File: config.mk
export PLATFORM = sky130hd
export DESIGN_NAME = i2c_slave_responder
export DESIGN_NICKNAME = d
export VERILOG_FILES = /design/src/rtl/i2c_slave_pkg.sv /design/src/rtl/i2c_line_sync.sv /design/src/rtl/i2c_slave_responder.sv
export SDC_FILE = /design/constraint.sdc
export NUM_CORES = 1
export LEC_CHECK = 0
export BUFFER_PORTS_ARGS = -buffer_cell sky130_fd_sc_hd__buf_2
export CAP_MARGIN = 40
export CORE_ASPECT_RATIO = 2
export CORE_MARGIN = 2
export CORE_UTILIZATION = 40
export CTS_CLUSTER_DIAMETER = 80
export CTS_CLUSTER_SIZE = 24
export DETAILED_ROUTE_END_ITERATION = 10
export PLACE_DENSITY_LB_ADDON = 0.1
export SYNTH_ARGS = -nofsm -noshare
export SYNTH_HDL_FRONTEND = slang
export SYNTH_SLANG_ARGS = --single-unit
export TNS_END_PERCENT = 5
File: constraint.sdc
create_clock -name clk_i -period 2.65 [get_ports clk_i]
set_input_delay 0.6625 -clock clk_i [delete_from_list [all_inputs] [get_ports clk_i]]
set_output_delay 0.6625 -clock clk_i [all_outputs]
set_load 0.005 [all_outputs]
File: src/rtl/i2c_slave_pkg.sv
// Shared types and constants for the I2C target responder.
package i2c_slave_pkg;

   typedef enum logic [3:0] {
      IDLE,
      ADDR,
      ADDR_ACK,
      WR_DATA,
      WR_ACK,
      RD_LOAD,
      RD_DATA,
      RD_ACK,
      WAIT_STOP
   } i2c_slv_state_t;

   // Bit position of R/W inside the address byte (1 = read)
   localparam int   RW_BIT = 0;
   // Bus level for acknowledge / not-acknowledge
   localparam logic ACK    = 1'b0;
   localparam logic NACK   = 1'b1;

endpackage

File: src/rtl/i2c_line_sync.sv
// Synchronizes SCL/SDA into clk_i and produces registered 1-cycle line events.
// The level outputs are delayed to line up with the event pulses, so a consumer
// can sample sda_lvl_o on the same cycle it sees scl_rise_o.
module i2c_line_sync #(
   parameter int SYNC_STAGES = 2
) (
   input  logic clk_i,
   input  logic rst_n_i,
   input  logic scl_i,
   input  logic sda_i,
   output logic scl_lvl_o,
   output logic sda_lvl_o,
   output logic start_o,
   output logic stop_o,
   output logic scl_rise_o,
   output logic scl_fall_o
);

   logic [SYNC_STAGES-1:0] scl_sync_q, scl_sync_d;
   logic [SYNC_STAGES-1:0] sda_sync_q, sda_sync_d;
   logic scl_prev_q, sda_prev_q;
   logic scl_s, sda_s;
   logic start_q, start_d, stop_q, stop_d;
   logic rise_q, rise_d, fall_q, fall_d;
   logic scl_lvl_q, sda_lvl_q;

   genvar gi;
   generate
      for (gi = 0; gi < SYNC_STAGES; gi++) begin : g_sync
         if (gi == 0) begin : g_first
            assign scl_sync_d[gi] = scl_i;
            assign sda_sync_d[gi] = sda_i;
         end else begin : g_next
            assign scl_sync_d[gi] = scl_sync_q[gi-1];
            assign sda_sync_d[gi] = sda_sync_q[gi-1];
         end
      end
   endgenerate

   assign scl_s = scl_sync_q[SYNC_STAGES-1];
   assign sda_s = sda_sync_q[SYNC_STAGES-1];

   // Edge/condition detection against the previous synchronized sample
   always_comb begin
      start_d = scl_s & scl_prev_q & sda_prev_q & ~sda_s;
      stop_d  = scl_s & scl_prev_q & ~sda_prev_q & sda_s;
      rise_d  = scl_s & ~scl_prev_q;
      fall_d  = ~scl_s & scl_prev_q;
   end

   // Synchronizer chain, history and event registers (idle bus is high)
   always_ff @(posedge clk_i or negedge rst_n_i) begin
      if (!rst_n_i) begin
         scl_sync_q <= '1;
         sda_sync_q <= '1;
         scl_prev_q <= 1'b1;
         sda_prev_q <= 1'b1;
         start_q    <= 1'b0;
         stop_q     <= 1'b0;
         rise_q     <= 1'b0;
         fall_q     <= 1'b0;
         scl_lvl_q  <= 1'b1;
         sda_lvl_q  <= 1'b1;
      end else begin
         scl_sync_q <= scl_sync_d;
         sda_sync_q <= sda_sync_d;
         scl_prev_q <= scl_s;
         sda_prev_q <= sda_s;
         start_q    <= start_d;
         stop_q     <= stop_d;
         rise_q     <= rise_d;
         fall_q     <= fall_d;
         scl_lvl_q  <= scl_s;
         sda_lvl_q  <= sda_s;
      end
   end

   assign start_o    = start_q;
   assign stop_o     = stop_q;
   assign scl_rise_o = rise_q;
   assign scl_fall_o = fall_q;
   assign scl_lvl_o  = scl_lvl_q;
   assign sda_lvl_o  = sda_lvl_q;

endmodule

File: src/rtl/i2c_slave_responder.sv
// I2C target: address match, write byte strobe, read byte fetch, open-drain SDA.
// Never stretches SCL; every written byte is ACKed.
module i2c_slave_responder
   import i2c_slave_pkg::*;
#(
   parameter logic [6:0] SLAVE_ADDR     = 7'h22,
   parameter int         I2C_DATA_WIDTH = 8,
   parameter int         SYNC_STAGES    = 2
) (
   input  logic                      clk_i,
   input  logic                      rst_n_i,
   input  logic                      scl_i,
   input  logic                      sda_i,
   output logic                      sda_o,
   output logic                      start_o,
   output logic                      stop_o,
   output logic                      busy_o,
   output logic                      wr_valid_o,
   output logic [I2C_DATA_WIDTH-1:0] wr_data_o,
   output logic                      rd_req_o,
   input  logic [I2C_DATA_WIDTH-1:0] rd_data_i
);

   localparam logic [3:0] LAST_BIT = 4'(I2C_DATA_WIDTH - 1);
   localparam logic [3:0] ALL_BITS = 4'(I2C_DATA_WIDTH);

   logic scl_lvl, sda_lvl, ev_start, ev_stop, ev_rise, ev_fall;

   i2c_line_sync #(
      .SYNC_STAGES(SYNC_STAGES)
   ) u_sync (
      .clk_i     (clk_i),
      .rst_n_i   (rst_n_i),
      .scl_i     (scl_i),
      .sda_i     (sda_i),
      .scl_lvl_o (scl_lvl),
      .sda_lvl_o (sda_lvl),
      .start_o   (ev_start),
      .stop_o    (ev_stop),
      .scl_rise_o(ev_rise),
      .scl_fall_o(ev_fall)
   );

   i2c_slv_state_t state_q, state_d;
   logic [3:0] bit_cnt_q, bit_cnt_d;
   logic [I2C_DATA_WIDTH-1:0] shift_q, shift_d;
   // phase: second ACK fall pending / rd_data wait cycle done / master ACKed
   logic phase_q, phase_d;
   logic rw_q, rw_d;
   logic sda_q, sda_d;
   logic start_q, start_d, stop_q, stop_d, busy_q, busy_d;
   logic wr_valid_q, wr_valid_d, rd_req_q, rd_req_d;
   logic [I2C_DATA_WIDTH-1:0] wr_data_q, wr_data_d;
   logic [I2C_DATA_WIDTH-1:0] rx_byte;
   logic addr_match;

   assign rx_byte    = {shift_q[I2C_DATA_WIDTH-2:0], sda_lvl};
   assign addr_match = (rx_byte[7:1] == SLAVE_ADDR);

   // State register and all registered outputs
   always_ff @(posedge clk_i or negedge rst_n_i) begin
      if (!rst_n_i) begin
         state_q    <= IDLE;
         bit_cnt_q  <= '0;
         shift_q    <= '0;
         phase_q    <= 1'b0;
         rw_q       <= 1'b0;
         sda_q      <= 1'b1;
         start_q    <= 1'b0;
         stop_q     <= 1'b0;
         busy_q     <= 1'b0;
         wr_valid_q <= 1'b0;
         wr_data_q  <= '0;
         rd_req_q   <= 1'b0;
      end else begin
         state_q    <= state_d;
         bit_cnt_q  <= bit_cnt_d;
         shift_q    <= shift_d;
         phase_q    <= phase_d;
         rw_q       <= rw_d;
         sda_q      <= sda_d;
         start_q    <= start_d;
         stop_q     <= stop_d;
         busy_q     <= busy_d;
         wr_valid_q <= wr_valid_d;
         wr_data_q  <= wr_data_d;
         rd_req_q   <= rd_req_d;
      end
   end

   // Next state, bit counter and shift register; START/STOP win over data
   always_comb begin
      state_d   = state_q;
      bit_cnt_d = bit_cnt_q;
      shift_d   = shift_q;
      phase_d   = phase_q;
      rw_d      = rw_q;
      if (ev_stop) begin
         state_d = IDLE;
      end else if (ev_start) begin
         state_d   = ADDR;
         bit_cnt_d = '0;
      end else begin
         case (state_q)
            ADDR: if (ev_rise) begin
               shift_d = rx_byte;
               if (bit_cnt_q == LAST_BIT) begin
                  if (addr_match) begin
                     state_d = ADDR_ACK;
                     phase_d = 1'b0;
                     rw_d    = rx_byte[RW_BIT];
                  end else begin
                     state_d = IDLE;
                  end
               end else begin
                  bit_cnt_d = bit_cnt_q + 4'd1;
               end
            end
            ADDR_ACK, WR_ACK: if (ev_fall) begin
               if (!phase_q) begin
                  phase_d = 1'b1;
               end else begin
                  phase_d   = 1'b0;
                  bit_cnt_d = '0;
                  state_d   = (state_q == WR_ACK || !rw_q) ? WR_DATA : RD_LOAD;
               end
            end
            WR_DATA: if (ev_rise) begin
               shift_d = rx_byte;
               if (bit_cnt_q == LAST_BIT) begin
                  state_d = WR_ACK;
                  phase_d = 1'b0;
               end else begin
                  bit_cnt_d = bit_cnt_q + 4'd1;
               end
            end
            RD_LOAD: begin
               // first cycle: rd_req_o is out; second cycle: rd_data_i is valid
               if (!phase_q) begin
                  phase_d = 1'b1;
               end else begin
                  phase_d = 1'b0;
                  state_d = RD_DATA;
                  if (!scl_lvl) begin
                     shift_d   = {rd_data_i[I2C_DATA_WIDTH-2:0], 1'b0};
                     bit_cnt_d = 4'd1;
                  end else begin
                     shift_d   = rd_data_i;
                     bit_cnt_d = '0;
                  end
               end
            end
            RD_DATA: if (ev_fall) begin
               if (bit_cnt_q == ALL_BITS) begin
                  state_d = RD_ACK;
                  phase_d = 1'b0;
               end else begin
                  shift_d   = {shift_q[I2C_DATA_WIDTH-2:0], 1'b0};
                  bit_cnt_d = bit_cnt_q + 4'd1;
               end
            end
            RD_ACK: begin
               if (ev_rise) begin
                  if (sda_lvl == ACK) phase_d = 1'b1;
                  else                state_d = WAIT_STOP;
               end else if (ev_fall && phase_q) begin
                  state_d = RD_LOAD;
                  phase_d = 1'b0;
               end
            end
            default: ;
         endcase
      end
   end

   // Output decode: SDA drive, strobes, busy flag
   always_comb begin
      sda_d      = sda_q;
      start_d    = 1'b0;
      stop_d     = 1'b0;
      busy_d     = busy_q;
      wr_valid_d = 1'b0;
      wr_data_d  = wr_data_q;
      rd_req_d   = 1'b0;
      if (ev_stop) begin
         sda_d  = NACK;
         busy_d = 1'b0;
         stop_d = busy_q;
      end else if (ev_start) begin
         sda_d = NACK;
      end else begin
         case (state_q)
            ADDR: if (ev_rise && bit_cnt_q == LAST_BIT) begin
               sda_d   = NACK;
               start_d = addr_match;
               busy_d  = addr_match;
            end
            ADDR_ACK, WR_ACK: if (ev_fall) begin
               sda_d    = phase_q ? NACK : ACK;
               rd_req_d = phase_q && (state_d == RD_LOAD);
            end
            WR_DATA: if (ev_rise && bit_cnt_q == LAST_BIT) begin
               wr_data_d  = rx_byte;
               wr_valid_d = 1'b1;
            end
            RD_LOAD: if (phase_q && !scl_lvl) begin
               sda_d = rd_data_i[I2C_DATA_WIDTH-1];
            end
            RD_DATA: if (ev_fall) begin
               sda_d = (bit_cnt_q == ALL_BITS) ? NACK : shift_q[I2C_DATA_WIDTH-1];
            end
            RD_ACK: begin
               sda_d    = NACK;
               rd_req_d = ev_fall && phase_q;
            end
            default: sda_d = NACK;
         endcase
      end
   end

   assign sda_o      = sda_q;
   assign start_o    = start_q;
   assign stop_o     = stop_q;
   assign busy_o     = busy_q;
   assign wr_valid_o = wr_valid_q;
   assign wr_data_o  = wr_data_q;
   assign rd_req_o   = rd_req_q;

endmodule
# After elaboration in Yosys (flattened, before gate mapping)
# Index checks and enable logic that the tools add are counted.
# Widths: inputs -> output; s select.
[totals]
reg_bits = 42
latchBits = 0
ram_bits = 0
rom_bits = 0
out_inout_bits = 14
mem_count = 0
[op_classes]
addsub = 1
mul = 0
div = 0
magnitude_cmp = 0
n_eq_ne = 37
shifts = 0
mux = 72
bitwise_logic = 13
reduce_logical = 21
[op_table]
columns = ["operator", "count"]
rows = [
  ["$mux 4", 22],
  ["$mux 8", 5],
  ["$mux 1", 37],
  ["$eq 4x3->1 const B", 6],
  ["$pmux 4 s6", 1],
  ["$pmux 8 s3", 1],
  ["$pmux 4 s4", 1],
  ["$ne 3x2->1 const B", 5],
  ["$ne 2x2->1 const B", 7],
  ["$reduce_and 13->1", 1],
  ["$ne 3x1->1 const B", 4],
  ["$ne 2x1->1 const B", 5],
  ["$reduce_and 9->1", 1],
  ["$eq 4x2->1 const B", 2],
  ["$ne 4x1->1 const B", 2],
  ["$ne 4x2->1 const B", 2],
  ["$and 1x1->1", 7],
  ["$eq 7x6->1 const B", 1],
  ["$reduce_and 7->1", 1],
  ["$not 1->1", 6],
  ["$pmux 1 s6", 1],
  ["$reduce_and 6->1", 1],
  ["$reduce_bool 6->1", 1],
  ["$pmux 1 s5", 1],
  ["17 further kinds", 23],
]

# Logic depth before layout (Yosys ltp)
[logic_depth]
ltp_word = 14
depth_mapped = 7

# Cells and area by module
# A second synthesis with hierarchy kept.
[unflattened]
hier_cells = 232
hier_area_um2 = 2393.5
[modules_own_cells]
columns = ["mod", "n_inst", "cells_each", "area_per_inst_um2", "seq_area_each_um2"]
rows = [
  ["i2c_slave_responder", 1, 218, 2103.3, 802.0],
  ["i2c_line_sync", 1, 14, 290.3, 257.7],
]

# Worst setup path before layout
# No wires, ideal clock.
[synth_timing]
path_type = "register -> register"
startpoint = "register bit_cnt_q[0]"
endpoint = "register bit_cnt_q[2]"
setup_time_ns = 0.124
arrival_ns = 1.789
required_ns = 2.526
slack_ns = 0.737
path_stages_with_launch = 8
path_buffers = 0
synth_period_minus_slack_ns = 1.913
path_cell_list = "dfrtp_1 > inv_1 > ha_1 > and3b_1 > a221o_1 > nor3_1 > o21bai_1 > a211o_1"
[synth_between]
elab_chain_len = 5
[synth_rtl]
columns = ["item", "line_no", "source"]
rows = [
  ["from (decl)", "i2c_slave_responder.sv:45", "logic [3:0] bit_cnt_q, bit_cnt_d;"],
  ["from (signal assigned)", "i2c_slave_responder.sv:77", "bit_cnt_q <= bit_cnt_d;"],
  ["$add 4x1->4", "i2c_slave_responder.sv:116, i2c_slave_responder.sv:134, i2c_slave_responder.sv:159", ""],
  ["$mux 4 (on tied branches)", "i2c_slave_responder.sv:154, i2c_slave_responder.sv:107, i2c_slave_responder.sv:130", ""],
  ["$mux 4 (on tied branches)", "i2c_slave_responder.sv:153, i2c_slave_responder.sv:128", ""],
  ["$pmux 4 s4", "i2c_slave_responder.sv:104", "case (state_q)"],
  ["$mux 4", "i2c_slave_responder.sv:100", "end else if (ev_start) begin"],
]
# Several ways; a longest one is shown, not always the timed one. The select of a mux whose other input is x is not followed.
# A chain may end at the register's enable or synchronous reset.

# Worst setup path in the final report
[layout_timing]
startpoint = "register state_q[2]"
endpoint = "register shift_q[0]"
[layout_between]
elab_chain_len = 4
[layout_rtl]
columns = ["item", "line_no", "source"]
rows = [
  ["from (decl)", "i2c_slave_responder.sv:44", "i2c_slv_state_t state_q, state_d;"],
  ["from (signal assigned)", "i2c_slave_responder.sv:76", "state_q <= state_d;"],
  ["$eq 4x2->1 / $eq 4x1->1 (equally long branches)", "i2c_slave_responder.sv:104", ""],
  ["$reduce_or 2->1 (no source line)", "--", ""],
  ["$ne 2x1->1 (no source line) / $reduce_bool 3->1 (equally long branches)", "--", ""],
  ["$reduce_and 7->1 (no source line)", "--", ""],
  ["to (signal assigned)", "i2c_slave_responder.sv:78", "shift_q <= shift_d;"],
  ["to (decl)", "i2c_slave_responder.sv:46", "logic [I2C_DATA_WIDTH-1:0] shift_q, shift_d;"],
]
# Several ways; a longest one is shown, not always the timed one.

==> impl_metrics.json <==
{
  "status": "finished, final reports clean",
  "leakagePower_nw": 1.29,
  "grt_pass1_vias": 2029,
  "startpoint_type": "register",
  "cp.required_ps": 2820,
  "setup_ws_ps": 387,
  "synth_edf_count": 0,
  "cap_violations": 0,
  "finalCritPeriodShare_pct": 85.4,
  "core_um2": 5760,
  "clk_pin_slew_worst_paths_ps": 60,
  "antenna_cells": 0,
  "drt-pass1-iter-count": 4,
  "synth_nets": 252,
  "ys_ff_latch": 42,
  "relSlewSlack_pct": 53.4,
  "drtIter0Drc": 53,
  "crit_chain": "nor4bb_2 -> nand2_1 -> o211ai_1 -> a211oi_4 -> buf_4 -> mux2_2",
  "vias": 2011,
  "crit_type": "register to register",
  "cts_setup_buffers": 0,
  "final_core_util_pct": 48.8,
  "cp_slowest_cell": "dfrtp_1",
  "worstPathBufferInverterCount": 1,
  "cts_tree": "done",
  "clockBufferDepth": 2,
  "track_usage_pct": 21.9,
  "seq_area_frac_synth_pct": 44.5,
  "hold_class": "register to register",
  "cts_hold_buffers": 0,
  "tns_ps": 0,
  "cp-end-kind": "register",
  "gp_congestion": 0.997,
  "report.final.slew_viol_count": 0,
  "rows": 39,
  "ys_types": 59,
  "synth_async_sr_flop_share_pct": 100,
  "syn-cell-area_um2": 2380,
  "synthCells": 238,
  "rsz0062_at_grt": "false",
  "finalClockSkew_ps": 7.68,
  "clk_latency_ps": 290,
  "die_h_um": 113,
  "hpwl_um": 4920,
  "ctsResizeCount": 0,
  "r2r_cells": 6,
  "nNetsFinal": 287,
  "crit_start": "state_q[2]",
  "grt_max_degree": 43,
  "worstHoldStart": "u_sync.scl_sync_q[0]",
  "wl_um": 6560,
  "ant_nets": 0,
  "cts.sinks": 42,
  "period_minus_slack_ps": 2260,
  "grt_pass1_wl_um": 10700,
  "fmax_ghz": 0.442,
  "io_pins": 26,
  "r2r_start": "state_q[2]",
  "layout-drive-gt1-share_pct": 29.9,
  "grt_overflow": 0,
  "viasPerCell": 6.00,
  "whs_endpoint": "u_sync.scl_sync_q[1]",
  "cp_max_fo": 22,
  "h-tree-depth": 2,
  "max_stage_delay_ps": 780,
  "initial_core_util_pct": 41.4,
  "die_area_um2": 6630,
  "ys_warn_count": 0,
  "worst_pin_slew_ps": 699,
  "r2r_slack_ps": 390,
  "dieWidth_um": 58.6,
  "hold_path_depth": 0,
  "numCtsBuffers": 5,
  "synthFlopType": "dfrtp_1",
  "worst_path_dominant_cell_family": "flip-flops",
  "portBuffers": 25,
  "ir_worst_vdd_mv": 0.557,
  "pre_cts_slack_ps": 438,
  "finalSetupViolCount": 0,
  "drt-wirelength-per-cell_um": 19.6,
  "remaining_drc_errors": 0,
  "mostFrequentLayoutCells": "35 x dfrtp_1, 25 x nor2_1, 25 x buf_2",
  "worstPathArrival_ps": 2440,
  "antenna_found_initial": 0,
  "syn_to_final_growth_pct": 17.8,
  "final_common_cell": "dfrtp_1",
  "powerDensity_nw_per_um2": 1030,
  "r2r-end": "shift_q[0]",
  "finalHoldViolations": 0,
  "avgSynthCellArea_um2": 10.0,
  "cts_root_buf": "clkbuf_16"
}
-- kinds of logic after synthesis --
group / Yosys count / share of synthesized area (%)
xor gates and xnor gates: 1 / 0.368
muxes: 28 / 12.7
AOI/OAI and AO/OA: 56 / 16.2
adders and majority gates: 3 / 1.47
DFF: 42 / 44.5
buffers and inverters: 24 / 4.25
and+or+nand+nor: 84 / 20.5
-- report_power, final --
part           internal (mW)  switching [mW]  total (mW)
clock network          0.379           0.257       0.636
logic                  0.598           0.609        1.21
registers              0.770           0.265        1.03
total                   1.75            1.13        2.88
-- worst max-delay path by stage --
stage	end	depth (start not counted)
global placement	phase_q	5
global route	bit_cnt_q[0]	5
floorplan	bit_cnt_q[2]	7
CTS	shift_q[6]	6
detailed placement	shift_q[0]	6
finish	shift_q[0]	6
-- flip-flops by register name (all words and copies together) (netlist names) --
| name | count |
|---|---|
| bit_cnt_q | 4 |
| busy_o | 1 |
| phase_q | 1 |
| rd_req_o | 1 |
| rw_q | 1 |
| sda_o | 1 |
| shift_q | 8 |
| start_o | 1 |
| state_q | 4 |
| stop_o | 1 |
| u_sync.scl_fall_o | 1 |
| u_sync.scl_lvl_o | 1 |
| u_sync.scl_rise_o | 1 |
| u_sync.scl_sync_q | 2 |
| u_sync.sda_lvl_o | 1 |
| u_sync.sda_sync_q | 2 |
| u_sync.start_o | 1 |
| u_sync.stop_o | 1 |
| wr_data_o | 8 |
| wr_valid_o | 1 |
-- Yosys cell counts (2+ instances only) --
| library cell | n | area, um2 |
|---|---|---|
| a211oi_1 | 2 | 15.0 |
| a21o_1 | 2 | 15.0 |
| a21oi_1 | 16 | 80.1 |
| a31oi_1 | 2 | 12.5 |
| a41oi_1 | 3 | 26.3 |
| and2_1 | 2 | 12.5 |
| and3_1 | 4 | 25.0 |
| buf_1 | 2 | 7.51 |
| buf_2 | 6 | 30.0 |
| clkbuf_1 | 7 | 26.3 |
| dfrtp_1 | 35 | 876 |
| dfstp_2 | 7 | 184 |
| ha_1 | 2 | 25.0 |
| inv_1 | 8 | 30.0 |
| mux2_2 | 18 | 203 |
| mux2i_1 | 10 | 100 |
| nand2_1 | 12 | 45.0 |
| nand2b_1 | 3 | 18.8 |
| nand3_1 | 4 | 20.0 |
| nand3b_1 | 2 | 15.0 |
| nor2_1 | 25 | 93.8 |
| nor2b_1 | 6 | 37.5 |
| nor3_1 | 6 | 30.0 |
| nor3b_1 | 4 | 30.0 |
| nor4_1 | 5 | 31.3 |
| o211ai_1 | 2 | 15.0 |
| o21a_1 | 2 | 15.0 |
| o21ai_0 | 9 | 45.0 |
| o22ai_1 | 2 | 12.5 |
-- per-layer routing --
metal,wire (um),track usage [%]
met2,3640,38.9
met4,400,14.1
met3,234,3.66
met1,2290,22.7
met5,0,0
-- layout make-up --
cell class | count | area [um2]
fillers | 564 | 2950
multi-input cells | 172 | 1220
flip-flops and latches | 42 | 1060
repair buffers | 44 | 268
clock buffers | 7 | 143
well taps | 61 | 76.3
inverters | 8 | 30.0
clock inverters | 1 | 8.76
-- metrics by stage --
step / instances / area (um2) / power [mW] / hold slack [ps]
after floorplan: 238 / 2380 / 1.84 / 345
after global placement: 327 / 2660 / 2.24 / 346
after detailed placement: 327 / 2660 / 2.24 / 349
after CTS: 335 / 2810 / 2.90 / 358
after global routing: 335 / 2810 / 3.07 / 360
final: 335 / 2810 / 2.88 / 356
-- worst reg2reg max path, stage by stage, from the launching register on --
cell      delay (ps)
dfrtp_1          780
nor4bb_2         610
nand2_1          100
o211ai_1         150
a211oi_4          50
buf_4            190
mux2_2           270
(Power assumes the default switching activity.)
